--- config.mk ---
export PLATFORM = sky130hd
export DESIGN_NAME = lsu_thread
export DESIGN_NICKNAME = d
export VERILOG_FILES = /design/src/rtl/lsu_thread.sv
export SDC_FILE = /design/constraint.sdc
export NUM_CORES = 1
export LEC_CHECK = 0
export BUFFER_PORTS_ARGS = -buffer_cell sky130_fd_sc_hd__buf_2
export CAP_MARGIN = 20
export CORE_MARGIN = 2
export CORE_UTILIZATION = 50
export CTS_BUF_LIST = sky130_fd_sc_hd__clkbuf_16
export CTS_CLUSTER_SIZE = 16
export DETAILED_ROUTE_END_ITERATION = 7
export PLACE_DENSITY_LB_ADDON = 0.08
export SLEW_MARGIN = 20
export SYNTH_ARGS = -nofsm -noshare
export SYNTH_HDL_FRONTEND = slang
export SYNTH_SLANG_ARGS = --single-unit
--- constraint.sdc ---
create_clock -name clk -period 4 [get_ports clk]
set_input_delay 0.4 -clock clk [delete_from_list [all_inputs] [get_ports clk]]
set_output_delay 0.4 -clock clk [all_outputs]
set_load 0.005 [all_outputs]
--- src/rtl/lsu_thread.sv ---
// Per-thread load/store unit: turns one LDR/STR per instruction into a single
// data-memory request and reports progress to the scheduler on lsu_state.
module lsu_thread #(
    parameter int ADDR_BITS = 8,
    parameter int DATA_BITS = 8
) (
    input  logic                 clk,
    input  logic                 reset_n,
    input  logic                 enable,
    input  logic [2:0]           core_state,
    input  logic                 decoded_mem_read_enable,
    input  logic                 decoded_mem_write_enable,
    input  logic [ADDR_BITS-1:0] rs,
    input  logic [DATA_BITS-1:0] rt,
    output logic                 mem_read_valid,
    output logic [ADDR_BITS-1:0] mem_read_address,
    input  logic                 mem_read_ready,
    input  logic [DATA_BITS-1:0] mem_read_data,
    output logic                 mem_write_valid,
    output logic [ADDR_BITS-1:0] mem_write_address,
    output logic [DATA_BITS-1:0] mem_write_data,
    input  logic                 mem_write_ready,
    output logic [1:0]           lsu_state,
    output logic [DATA_BITS-1:0] lsu_out
);

    typedef enum logic [1:0] {
        IDLE       = 2'b00,
        REQUESTING = 2'b01,
        WAITING    = 2'b10,
        DONE       = 2'b11
    } lsu_state_e;

    localparam logic [2:0] CORE_REQUEST = 3'b011;
    localparam logic [2:0] CORE_UPDATE  = 3'b110;

    lsu_state_e           state_q, state_d;
    logic                 is_read_q, is_read_d;
    logic                 read_valid_q, read_valid_d;
    logic [ADDR_BITS-1:0] read_addr_q, read_addr_d;
    logic                 write_valid_q, write_valid_d;
    logic [ADDR_BITS-1:0] write_addr_q, write_addr_d;
    logic [DATA_BITS-1:0] write_data_q, write_data_d;
    logic [DATA_BITS-1:0] lsu_out_q, lsu_out_d;

    always_comb begin
        // NOTE: every _d starts as its _q so no path leaves a signal unassigned
        // (otherwise synthesis would infer a latch).
        state_d       = state_q;
        is_read_d     = is_read_q;
        read_valid_d  = read_valid_q;
        read_addr_d   = read_addr_q;
        write_valid_d = write_valid_q;
        write_addr_d  = write_addr_q;
        write_data_d  = write_data_q;
        lsu_out_d     = lsu_out_q;

        unique case (state_q)
            IDLE: begin
                if (core_state == CORE_REQUEST && enable &&
                    (decoded_mem_read_enable || decoded_mem_write_enable)) begin
                    // Read has priority when both enables are set.
                    is_read_d = decoded_mem_read_enable;
                    state_d   = REQUESTING;
                end
            end
            REQUESTING: begin
                if (is_read_q) begin
                    read_valid_d = 1'b1;
                    read_addr_d  = rs;
                end else begin
                    write_valid_d = 1'b1;
                    write_addr_d  = rs;
                    write_data_d  = rt;
                end
                state_d = WAITING;
            end
            WAITING: begin
                if (is_read_q && mem_read_ready) begin
                    read_valid_d = 1'b0;
                    lsu_out_d    = mem_read_data;
                    state_d      = DONE;
                end else if (!is_read_q && mem_write_ready) begin
                    write_valid_d = 1'b0;
                    state_d       = DONE;
                end
            end
            DONE: begin
                if (core_state == CORE_UPDATE) begin
                    state_d = IDLE;
                end
            end
            default: state_d = IDLE;
        endcase
    end

    // NOTE: state registers use non-blocking assignments so every flop samples
    // pre-edge values; the asynchronous reset clears all of them, abandoning
    // any request in flight.
    always_ff @(posedge clk or negedge reset_n) begin
        if (!reset_n) begin
            state_q       <= IDLE;
            is_read_q     <= 1'b0;
            read_valid_q  <= 1'b0;
            read_addr_q   <= '0;
            write_valid_q <= 1'b0;
            write_addr_q  <= '0;
            write_data_q  <= '0;
            lsu_out_q     <= '0;
        end else begin
            state_q       <= state_d;
            is_read_q     <= is_read_d;
            read_valid_q  <= read_valid_d;
            read_addr_q   <= read_addr_d;
            write_valid_q <= write_valid_d;
            write_addr_q  <= write_addr_d;
            write_data_q  <= write_data_d;
            lsu_out_q     <= lsu_out_d;
        end
    end

    assign mem_read_valid    = read_valid_q;
    assign mem_read_address  = read_addr_q;
    assign mem_write_valid   = write_valid_q;
    assign mem_write_address = write_addr_q;
    assign mem_write_data    = write_data_q;
    assign lsu_state         = state_q;
    assign lsu_out           = lsu_out_q;

endmodule
==> metrics.txt <==
# TYPE chip_impl_metric gauge
chip_impl_metric{name="tightestPinTransition",unit="ps"} 798
chip_impl_metric{name="rr_worst_depth",unit=""} 4
chip_impl_metric{name="synthToLayoutAreaGrowth",unit="%"} 31.2
chip_impl_metric{name="grt_use_total",unit=""} 0.189
chip_impl_metric{name="maxClockFrequency",unit="MHz"} 547
chip_impl_metric{name="min_period",unit="ps"} 1830
chip_impl_metric{name="final_cells",unit=""} 219
chip_impl_info{name="timing_worst_setup_path_type",value="reg2reg"} 1
chip_impl_metric{name="power",unit="W"} 0.00167
chip_impl_metric{name="post-dp-hpwl",unit="mm"} 2.20
chip_impl_metric{name="die_y",unit="um"} 60.4
chip_impl_metric{name="yosys_warnings",unit=""} 0
chip_impl_metric{name="cts-htree-levels",unit=""} 2
chip_impl_metric{name="vias_in_the_first_global_route",unit=""} 1055
chip_impl_metric{name="initial_antenna_violation_count",unit=""} 0
chip_impl_info{name="rsz0062_at_grt",value="no"} 1
chip_impl_metric{name="power_frac_seq",unit=""} 0.397
chip_impl_metric{name="cts_buffers",unit=""} 5
chip_impl_metric{name="synth_fp_nets",unit=""} 142
chip_impl_metric{name="final_core_utilization",unit=""} 0.684
chip_impl_metric{name="totalWireLength",unit="mm"} 3.07
chip_impl_metric{name="setup.reg_to_reg.worst_slack",unit="ps"} 2170
chip_impl_metric{name="power.leakage",unit="nW"} 1.07
chip_impl_info{name="critical_path.reg2reg.endpoint",value="mem_write_data[0]"} 1
chip_impl_metric{name="synth_sequential_area_ratio",unit=""} 0.582
chip_impl_metric{name="gpl.final_weighted_congestion",unit=""} 0.774
chip_impl_metric{name="antenna_left",unit=""} 0
chip_impl_info{name="timing.rr.start",value="lsu_state[1]"} 1
chip_impl_metric{name="coreArea",unit="um^2"} 3050
chip_impl_metric{name="quantity_of_i_o_buffers_inserted_on_ports",unit=""} 69
chip_impl_metric{name="grt_pass1_wl",unit="mm"} 4.86
chip_impl_metric{name="switching_share",unit=""} 0.294
chip_impl_metric{name="final_slew_violations",unit=""} 0
chip_impl_metric{name="wire_length_per_cell_after_detailed_routing",unit="um"} 14.0
chip_impl_metric{name="synthesized_area",unit="um^2"} 1590
chip_impl_metric{name="io_pins",unit=""} 70
chip_impl_metric{name="post_cts_buffers",unit=""} 0
chip_impl_metric{name="vdd_ir_drop_max",unit="V"} 0.000454
chip_impl_metric{name="synth_cell_type_count",unit=""} 17
chip_impl_metric{name="cts_num_sinks",unit=""} 37
chip_impl_metric{name="drt-vias-per-instance",unit=""} 4.89
chip_impl_metric{name="final_layout_size_suffix_gt1_frac",unit=""} 0.657
chip_impl_metric{name="synthesis.instances",unit=""} 103
chip_impl_info{name="tritoncts",value="built"} 1
chip_impl_metric{name="p_int",unit="W"} 0.00118
chip_impl_metric{name="timing.final.setup_violations",unit=""} 0
chip_impl_metric{name="worst_ep_arrival_time",unit="ps"} 1980
chip_impl_metric{name="setup_slack",unit="ps"} 2170
chip_impl_metric{name="dieArea",unit="um^2"} 3650
chip_impl_metric{name="timing.max_slew.rel_slack",unit=""} 0.468
chip_impl_metric{name="setup_tns",unit="ps"} 0
chip_impl_metric{name="comb_power_share",unit=""} 0.390
chip_impl_metric{name="cts_buffer_depth",unit=""} 2
chip_impl_metric{name="ctsHoldBuffers",unit=""} 0
chip_impl_metric{name="num_antenna_cells",unit=""} 0
chip_impl_metric{name="max_cap_viol_count",unit=""} 0
chip_impl_metric{name="pin_count_of_the_biggest_net_entering_global_routing",unit=""} 38
chip_impl_metric{name="grt_remaining_overflow",unit=""} 0
chip_impl_metric{name="post_synthesis_average_cell_area",unit="um^2"} 15.5
chip_impl_metric{name="layout_worst_path_cycle_share",unit=""} 0.457
chip_impl_metric{name="crit_required",unit="ps"} 4160
chip_impl_metric{name="dieWidth",unit="um"} 60.4
chip_impl_info{name="end_kind",value="register"} 1
chip_impl_metric{name="drt_first_iter_violations",unit=""} 40
chip_impl_metric{name="floorplan.rows",unit=""} 20
chip_impl_metric{name="cts_resized",unit=""} 0
chip_impl_metric{name="clock_insertion_delay_worst_skew",unit="ps"} 270
chip_impl_metric{name="power.net_switching",unit="W"} 0.000489
chip_impl_metric{name="place_inst",unit=""} 213
chip_impl_info{name="min_path_type",value="in2async"} 1
chip_impl_metric{name="clock_power_share",unit=""} 0.212
chip_impl_metric{name="num_vias",unit=""} 1072
chip_impl_metric{name="postSynthRegisterBits",unit=""} 37
chip_impl_metric{name="detailedRoute.firstPassIterationCount",unit=""} 4
chip_impl_metric{name="final_net_count",unit=""} 215
chip_impl_metric{name="worst_setup_hold_path_clk_slew",unit="ps"} 50
chip_impl_metric{name="fillCellCount",unit=""} 246
chip_impl_metric{name="clock_skew",unit="ps"} 1.70
chip_impl_metric{name="pre_cts_ws",unit="ps"} 2170
chip_impl_info{name="start_kind",value="register"} 1
chip_impl_metric{name="drc",unit=""} 0
chip_impl_info{name="cts-root-buf",value="clkbuf_16"} 1
chip_impl_metric{name="initial_utilization",unit=""} 0.521
chip_impl_metric{name="power-per-cell-area",unit="nW/um^2"} 797
chip_impl_metric{name="path_max_fanout",unit=""} 17
chip_impl_metric{name="hold_viol_final",unit=""} 0
chip_impl_info{name="run_status",value="finished, final reports clean"} 1
==> cells in the mapped netlist <==
cell type / instances / area share
dfrtp_1: 37 / 0.58
mux2_2: 24 / 0.17
mux2_4: 10 / 0.094
ha_1: 5 / 0.039
nand2_1: 5 / 0.012
nor2_1: 4 / 0.0094
buf_6: 3 / 0.021
nand3_2: 3 / 0.019
o21ai_0: 3 / 0.0094
inv_1: 2 / 0.0047
a21oi_1: 1 / 0.0031
mux2i_1: 1 / 0.0063
nand2_2: 1 / 0.0039
nand2b_4: 1 / 0.0086
nand4b_1: 1 / 0.0055
nor2b_4: 1 / 0.0086
o21ai_1: 1 / 0.0031
==> worst max-delay path, cell delays in order, from the launching register on <==
cell,delay (ps)
dfrtp_1,410
inv_1,130
ha_1,220
nor2b_4,540
mux2_2,400
==> worst max-delay path by stage <==
stage | start | endpoint | slack (ps) | cells after the start
after floorplan | lsu_state[1] | mem_write_address[0] | 2460 | 6
after global placement | lsu_state[1] | mem_write_data[5] | 2260 | 4
after detailed placement | lsu_state[1] | mem_write_data[0] | 2170 | 4
after CTS | lsu_state[1] | mem_write_data[0] | 2160 | 4
after global routing | lsu_state[1] | mem_write_data[6] | 2060 | 4
final | lsu_state[1] | mem_write_data[0] | 2170 | 4
==> stage by stage <==
stage	area [um^2]	hold slack (ps)
finish	2090	212
global route	2090	282
CTS	2090	243
detailed placement	1960	488
global placement	1960	481
floorplan	1590	104
==> area by class of cell <==
cell class	instances	area, um^2	area share
clock inverters	1	5.00	0.00240
inverters	2	7.51	0.00359
clock buffers	5	125	0.0599
well taps	44	55.1	0.0264
multi-input cells	61	624	0.299
flip-flops and latches	37	926	0.443
repair buffers	69	345	0.165
==> state kept, by name (all words and copies together), names as in the netlist <==
signal,count
mem_read_address,8
is_read_q,1
mem_write_valid,1
mem_write_address,8
mem_read_valid,1
mem_write_data,8
lsu_out,8
lsu_state,2
==> layout by cell type (no fill, tap or decap) <==
master,count
nor2b_4,1
mux2_4,10
buf_2,69
mux2_2,24
o21ai_0,3
nand2b_4,1
nor2_1,4
clkinv_2,1
dfrtp_1,37
mux2i_1,1
nand4b_1,1
o21ai_1,1
inv_1,2
nand3_2,3
nand2_2,1
ha_1,5
nand2_1,5
a21oi_1,1
clkbuf_16,5
==> power by group through the flow <==
stage	Sequential (W)	Clock [W]	Combinational (W)
floorplan	0.000670	0	0.000413
global placement	0.000658	0	0.000632
detailed placement	0.000667	0	0.000653
CTS	0.000664	0.000362	0.000662
global route	0.000686	0.000378	0.000727
finish	0.000662	0.000354	0.000650
==> cells by family after synthesis <==
| kind of cell | Yosys count | share of synthesized area |
|---|---|---|
| compound gates | 5 | 0.0157 |
| flops | 37 | 0.582 |
| fa+ha+maj | 5 | 0.0393 |
| simple gates | 16 | 0.0668 |
| mux | 35 | 0.270 |
| buf+inv | 5 | 0.0259 |
==> layer usage <==
| metal | vias to the layer above | track usage | share of wire |
|---|---|---|---|
| li1 | 497 | - | - |
| met1 | 533 | 0.225 | 0.40 |
| met2 | 38 | 0.312 | 0.52 |
| met3 | 4 | 0.0746 | 0.074 |
| met4 | 0 | 0.0683 | 0.011 |
| met5 | - | 0 | 0 |
No activity file was read; power rests on OpenSTA's default activity.
